## config.mk

```make
export PLATFORM = sky130hd
export DESIGN_NAME = state_seq_ctrl
export DESIGN_NICKNAME = d
export VERILOG_FILES = /design/src/rtl/state_seq_ctrl.sv
export SDC_FILE = /design/constraint.sdc
export NUM_CORES = 1
export LEC_CHECK = 0
export CORE_MARGIN = 4
export CORE_UTILIZATION = 40
export CTS_BUF_LIST = sky130_fd_sc_hd__clkbuf_8
export DETAILED_ROUTE_END_ITERATION = 6
export GPL_TIMING_DRIVEN = 0
export SLEW_MARGIN = 20
export SYNTH_ARGS = -nofsm -noshare
export SYNTH_HDL_FRONTEND = slang
export SYNTH_SLANG_ARGS = --single-unit
```

## constraint.sdc

```tcl
create_clock -name clk -period 6.9 [get_ports clk]
set_input_delay 2.07 -clock clk [delete_from_list [all_inputs] [get_ports clk]]
set_output_delay 2.07 -clock clk [all_outputs]
set_load 0.1 [all_outputs]
```

## src/rtl/state_seq_ctrl.sv

```systemverilog
//------------------------------------------------------------------------------
// Module      : state_seq_ctrl
// Description : Sequences the shared 2-bit state and 1-bit data registers
//               through DRIVE_LO/DRIVE_HI/HOLD with a programmable dwell.
// Revision    : 1.0 - initial release
//------------------------------------------------------------------------------
`default_nettype none

module state_seq_ctrl #(
    parameter int DWELL_W       = 8,
    parameter int DEFAULT_DWELL = 4,
    parameter int RUN_W         = 4
) (
    input  logic               clk,
    input  logic               rst,
    input  logic               start,
    input  logic               abort,
    input  logic               cfg_load,
    input  logic [DWELL_W-1:0] dwell_cfg,
    output logic [1:0]         state,
    output logic               data,
    output logic               busy,
    output logic               done,
    output logic               aborted,
    output logic [RUN_W-1:0]   run_count
);

    typedef enum logic [1:0] {
        S_IDLE     = 2'b01,
        S_DRIVE_LO = 2'b00,
        S_DRIVE_HI = 2'b10,
        S_HOLD     = 2'b11
    } state_t;

    state_t             r_state;
    state_t             w_state_nxt;
    logic               r_data;
    logic               w_data_nxt;
    logic [DWELL_W-1:0] r_dwell;
    logic [DWELL_W-1:0] w_dwell_nxt;
    logic [DWELL_W-1:0] r_cnt;
    logic [DWELL_W-1:0] w_cnt_nxt;
    logic               r_done;
    logic               w_done_nxt;
    logic               r_aborted;
    logic               w_aborted_nxt;
    logic [RUN_W-1:0]   r_run_cnt;
    logic [RUN_W-1:0]   w_run_cnt_nxt;

    logic               w_cfg_take;
    logic [DWELL_W-1:0] w_dwell_src;
    logic [DWELL_W-1:0] w_reload;

    // A load coinciding with start must already govern the first phase.
    assign w_cfg_take  = (r_state == S_IDLE) && cfg_load;
    assign w_dwell_src = w_cfg_take ? dwell_cfg : r_dwell;
    assign w_reload    = (w_dwell_src == '0) ? '0 : (w_dwell_src - DWELL_W'(1));

    always_ff @(posedge clk or posedge rst) begin
        if (rst) begin
            r_state   <= S_IDLE;
            r_data    <= 1'b0;
            r_dwell   <= DWELL_W'(DEFAULT_DWELL);
            r_cnt     <= '0;
            r_done    <= 1'b0;
            r_aborted <= 1'b0;
            r_run_cnt <= '0;
        end else begin
            r_state   <= w_state_nxt;
            r_data    <= w_data_nxt;
            r_dwell   <= w_dwell_nxt;
            r_cnt     <= w_cnt_nxt;
            r_done    <= w_done_nxt;
            r_aborted <= w_aborted_nxt;
            r_run_cnt <= w_run_cnt_nxt;
        end
    end

    always_comb begin
        w_state_nxt   = r_state;
        w_data_nxt    = r_data;
        w_dwell_nxt   = w_dwell_src;
        w_cnt_nxt     = r_cnt;
        w_done_nxt    = 1'b0;
        w_aborted_nxt = 1'b0;
        w_run_cnt_nxt = r_run_cnt;

        case (r_state)
            S_IDLE: begin
                if (start && !abort) begin
                    w_state_nxt = S_DRIVE_LO;
                    w_data_nxt  = 1'b0;
                    w_cnt_nxt   = w_reload;
                end
            end
            S_DRIVE_LO, S_DRIVE_HI, S_HOLD: begin
                if (abort) begin
                    w_state_nxt   = S_IDLE;
                    w_data_nxt    = 1'b0;
                    w_cnt_nxt     = '0;
                    w_aborted_nxt = 1'b1;
                end else if (r_cnt != '0) begin
                    w_cnt_nxt = r_cnt - DWELL_W'(1);
                end else begin
                    w_cnt_nxt = w_reload;
                    case (r_state)
                        S_DRIVE_LO: begin
                            w_state_nxt = S_DRIVE_HI;
                            w_data_nxt  = 1'b1;
                        end
                        S_DRIVE_HI: begin
                            w_state_nxt = S_HOLD;
                        end
                        default: begin
                            w_state_nxt = S_IDLE;
                            w_cnt_nxt   = '0;
                            w_done_nxt  = 1'b1;
                            if (r_run_cnt != '1)
                                w_run_cnt_nxt = r_run_cnt + RUN_W'(1);
                        end
                    endcase
                end
            end
            default: begin
                w_state_nxt = S_IDLE;
            end
        endcase
    end

    assign state     = r_state;
    assign data      = r_data;
    assign busy      = (r_state != S_IDLE);
    assign done      = r_done;
    assign aborted   = r_aborted;
    assign run_count = r_run_cnt;

endmodule

`default_nettype wire

```

# Word-level counts from Yosys, hierarchy flattened
# Index checks and enable logic that the tools add are counted.
# totals
reg_bits	25
output_inout_bits	10
# op_classes
n_addsub	3
n_eq_ne	8
muxes	23
bitwise_logic	3
reduce_logical	11
# op_table
op	n
8-bit two-way mux	6
8-bit case mux with 2 select lines	1
8-bit by 1-bit subtractor with 8-bit output, second input constant	2
1-bit two-way mux	10
8-bit logical NOT	1
2-bit case mux with 2 select lines	2
8-bit nonzero test	1
2-bit two-way mux	3
3-bit inequality test, second input constant	2
5-bit AND reduction	1
4-bit by 1-bit adder with 4-bit output, second input constant	1
2-bit equality test, second input constant	2
2-bit by 1-bit inequality test with 1-bit output, second input constant	2
4-bit inequality test, second input constant	1
1-bit inverter	3
3-bit AND reduction	1
3-bit OR reduction	1
2-bit by 1-bit equality test with 1-bit output, second input constant	1
1-bit logical AND	2
2-bit logical NOT	1
1-bit case mux with 2 select lines	1
2-bit AND reduction	1
2-bit OR reduction	1
1-bit logical NOT	1

# Logic depth before layout (Yosys ltp)
# depth
ltp_word	9
ltp_mapped	9
depth_no_buf	8

# Least setup slack after synthesis
# OpenSTA, ideal clock, no wires.
# synth_timing
path_kind	reg2out
from	register r_state[1], in the netlist state[1]
to	output port busy
stages_incl_launch_ff	3
t_required_ps	4830
path_buffers	0
arrival_time_ps	1915
setup_slack_ps	2915
cell_sequence	dfrtp_1 -> nor2b_1 -> inv_1
# synth_via
elab_chain_len	1
# synth_lines
element	line	rtl
start: declaration	35	state_t r_state;
start signal: assignment	69	r_state <= w_state_nxt;
2-bit by 1-bit inequality test with 1-bit output	132	assign busy = (r_state != S_IDLE);
end: declaration	22	output logic busy,
# Every way passes these cells.

# Worst setup path after layout
# layout_timing
from	register r_state[0], in the netlist state[0]
to	output port busy
# The elaborated chain is that of the path after synthesis.

==> impl_metrics.env <==
export IMPL_yosys_area_share_simple_pct=24.1
export IMPL_leakage_nw=0.842
export IMPL_synth_fp_nets=184
export IMPL_required_ns=4.83
export IMPL_diodes=0
export IMPL_postSynthCellCount=166
export IMPL_status="finished, final reports clean"
export IMPL_clk_latency_ns=0.26
export IMPL_chipHeight_um=70.9
export IMPL_r2r_start="state[1]"
export IMPL_grt_pass1_wl_um=6300
export IMPL_io_pin_count=23
export IMPL_hold_viol=0
export IMPL_io_buffers=22
export IMPL_synth_main_ff_cell="dfrtp_1"
export IMPL_finalClockSkew_ns=0.00221
export IMPL_arrival_ns=2.34
export IMPL_cts_repair_resized=0
export IMPL_synth_seq_cells=25
export IMPL_finalMaxSlewViolations=0
export IMPL_start_kind="flip-flop"
export IMPL_muxShareOfSynthArea_pct=5.62
export IMPL_die_w_um=70.9
export IMPL_hp_class="flip-flop to flip-flop"
export IMPL_synthXorXnorAreaFrac_pct=5.54
export IMPL_drt_iter0_drc=106
export IMPL_post_dp_hpwl_um=2740
export IMPL_cts_setup_buffers=0
export IMPL_setup_violations=0
export IMPL_drt_wl_total_um=3580
export IMPL_clk_path_buf_depth=2
export IMPL_start_util_pct=42.2
export IMPL_synth_compound_area_share_pct=16.8
export IMPL_synth_top_family_by_area="simple AND/OR/NAND/NOR gates"
export IMPL_rsz0062_at_grt="no"
export IMPL_worst_slew_pin_slew_ns=0.974
export IMPL_end_kind="output port"
export IMPL_globalRouteOverflowTotal=0
export IMPL_maxCapViolCount=0
export IMPL_route_detailed_drc=0
export IMPL_r2r_cells=9
export IMPL_worst_path_max_fanout=6
export IMPL_fin_crit_sh_pct=63.9
export IMPL_synthTopCellsByArea="dfrtp_1, nand2_1, ha_1, a21oi_1, dfstp_2"
export IMPL_rr_endpoint="r_cnt[4]"
export IMPL_yosysTopAreaCellShare_pct=36.4
export IMPL_power_density_nw_per_um2=441
export IMPL_max_slew_margin_pct=34.8
export IMPL_avgSynthCellArea_um2=9.53
export IMPL_cts_hold_buf=0
export IMPL_final_nets=211
export IMPL_synth_adder_area_share_pct=3.96
export IMPL_r2r_setup_slack_ns=4.27
export IMPL_h_tree_depth=1
export IMPL_routedWlPerCell_um=14.9
export IMPL_antenna_found_initial=0
export IMPL_core_area_um2=3740
export IMPL_async_reset_ff_share_pct=100
export IMPL_yosysWarnings=0
export IMPL_cts_tree="done"
export IMPL_cts_sinks=25
export IMPL_synth_edf_count=0
export IMPL_cts_root_buf="clkbuf_8"
export IMPL_ys_seq_area_share_pct=39.7
export IMPL_endpoint="busy"
export IMPL_min_period_ns=4.41
export IMPL_worstSetupStartpoint="state[0]"
export IMPL_drtPass1Iterations=4
export IMPL_peakVddDrop_mv=0.217
export IMPL_detail_route_antenna_nets=0
export IMPL_fmax_ghz=0.227
export IMPL_finalPower_mw=0.842
export IMPL_path_class="flip-flop to output port"
export IMPL_numCtsBuffers=3
export IMPL_grt_pass1_vias=1302
export IMPL_synth_area_um2=1580
export IMPL_layout_drive_gt1_share_pct=10.4
export IMPL_die_area_um2=5020
export IMPL_tns_ns=0
export IMPL_gp_congestion=0.852
export IMPL_synth_largest_area_cell="dfrtp_1"
export IMPL_grt_usage_pct=15.2
export IMPL_path_clk_slew_ns=0.09
export IMPL_vias=1313
export IMPL_fin_cells=240
export IMPL_vias_per_cell=5.47
export IMPL_synth_cell_types=50
export IMPL_area_growth_pct=20.6
export IMPL_grt_max_degree=26
export IMPL_rows=22
export IMPL_dp_cells=236
through the flow:
stage / worst slack, ns / hold slack (ns) / util [%] / cell area [um2]
floorplan: 2.92 / 0.485 / - / 1580
global placement: 2.32 / 0.498 / 49.7 / 1860
detailed placement: 2.28 / 0.512 / 49.7 / 1860
CTS: 2.47 / 0.535 / 50.9 / 1910
global route: 2.34 / 0.576 / 50.9 / 1910
finish: 2.49 / 0.526 / 50.9 / 1910
metal layers:
| metal | global-route usage (%) | part of all wire (%) |
|---|---|---|
| met2 | 23.7 | 47 |
| met1 | 22.2 | 50 |
| met5 | 0 | 0 |
| met3 | 2.56 | 2.6 |
| met4 | 3.55 | 0.33 |
registers in the layout (all words and copies together) (netlist names):
name and flops:
state 2, data 1, aborted 1, r_dwell 8
run_count 4, r_cnt 8, done 1
Yosys cell counts (2+ instances only):
cell	number
dfrtp_1	23
nand2_1	18
nor2_1	13
a21oi_1	11
inv_1	10
nor3_1	8
xnor2_1	6
a221o_1	5
ha_1	5
mux2i_1	4
nand3_1	4
xor2_1	4
a31oi_1	3
buf_2	3
nand2b_1	3
nor4_1	3
o21ai_0	3
a211oi_2	2
and2_1	2
dfstp_2	2
mux2_1	2
nor2b_1	2
nor3b_1	2
o22ai_1	2
kinds of logic after synthesis:
logic type,after synthesis
adder cells (fa/ha/maj),5
AND/OR/NAND/NOR,67
AO/OA/AOI/OAI,36
buffers and inverters,15
XOR/XNOR,10
flip-flops,25
multiplexers,8
where the power goes:
part,switching [mW],leakage (nW),internal (mW)
clock network,0.0472,0.0269,0.0398
logic,0.309,0.500,0.184
registers,0.0597,0.315,0.203
worst max-delay path: stages (launching register included):
cell and delay, ns:
dfstp_2 0.59, nor2b_1 0.33, inv_1 0.15, clkdlybuf4s50_1 1.00
layout make-up:
| type | instances | area (um2) |
|---|---|---|
| Buffer | 5 | 30.0 |
| Fill cell | 373 | 1840 |
| Multi-Input combinational cell | 126 | 886 |
| Clock inverter | 1 | 3.75 |
| Tap cell | 48 | 60.1 |
| Timing Repair Buffer | 22 | 220 |
| Clock buffer | 3 | 41.3 |
| Sequential cell | 25 | 628 |
| Inverter | 10 | 37.5 |
how the worst min path moves through the flow:
stage,slack (ns),depth (start not counted),start,end
after detailed placement,0.51,2,data,data
after global routing,0.58,1,r_dwell[7],r_dwell[7]
final,0.53,2,data,data
after floorplan,0.48,2,r_dwell[5],r_dwell[5]
after global placement,0.50,2,data,data
after CTS,0.54,2,data,data
cells in the final DEF, fill, tap and decap left out, types with 2 or more instances in the layout:
master and instances:
dfrtp_1 23, clkdlybuf4s50_1 22, nand2_1 18, nor2_1 13, a21oi_1 11, inv_1 10
nor3_1 8, xnor2_1 6, a221o_1 5, ha_1 5, nand3_1 4, mux2i_1 4
xor2_1 4, buf_2 3, nand2b_1 3, nor4_1 3, a31oi_1 3, o21ai_0 3
clkbuf_8 3, nor2b_1 2, mux2_1 2, and2_1 2, a211oi_2 2, o22ai_1 2
nor3b_1 2, dfstp_2 2
(Power assumes the default switching activity.)
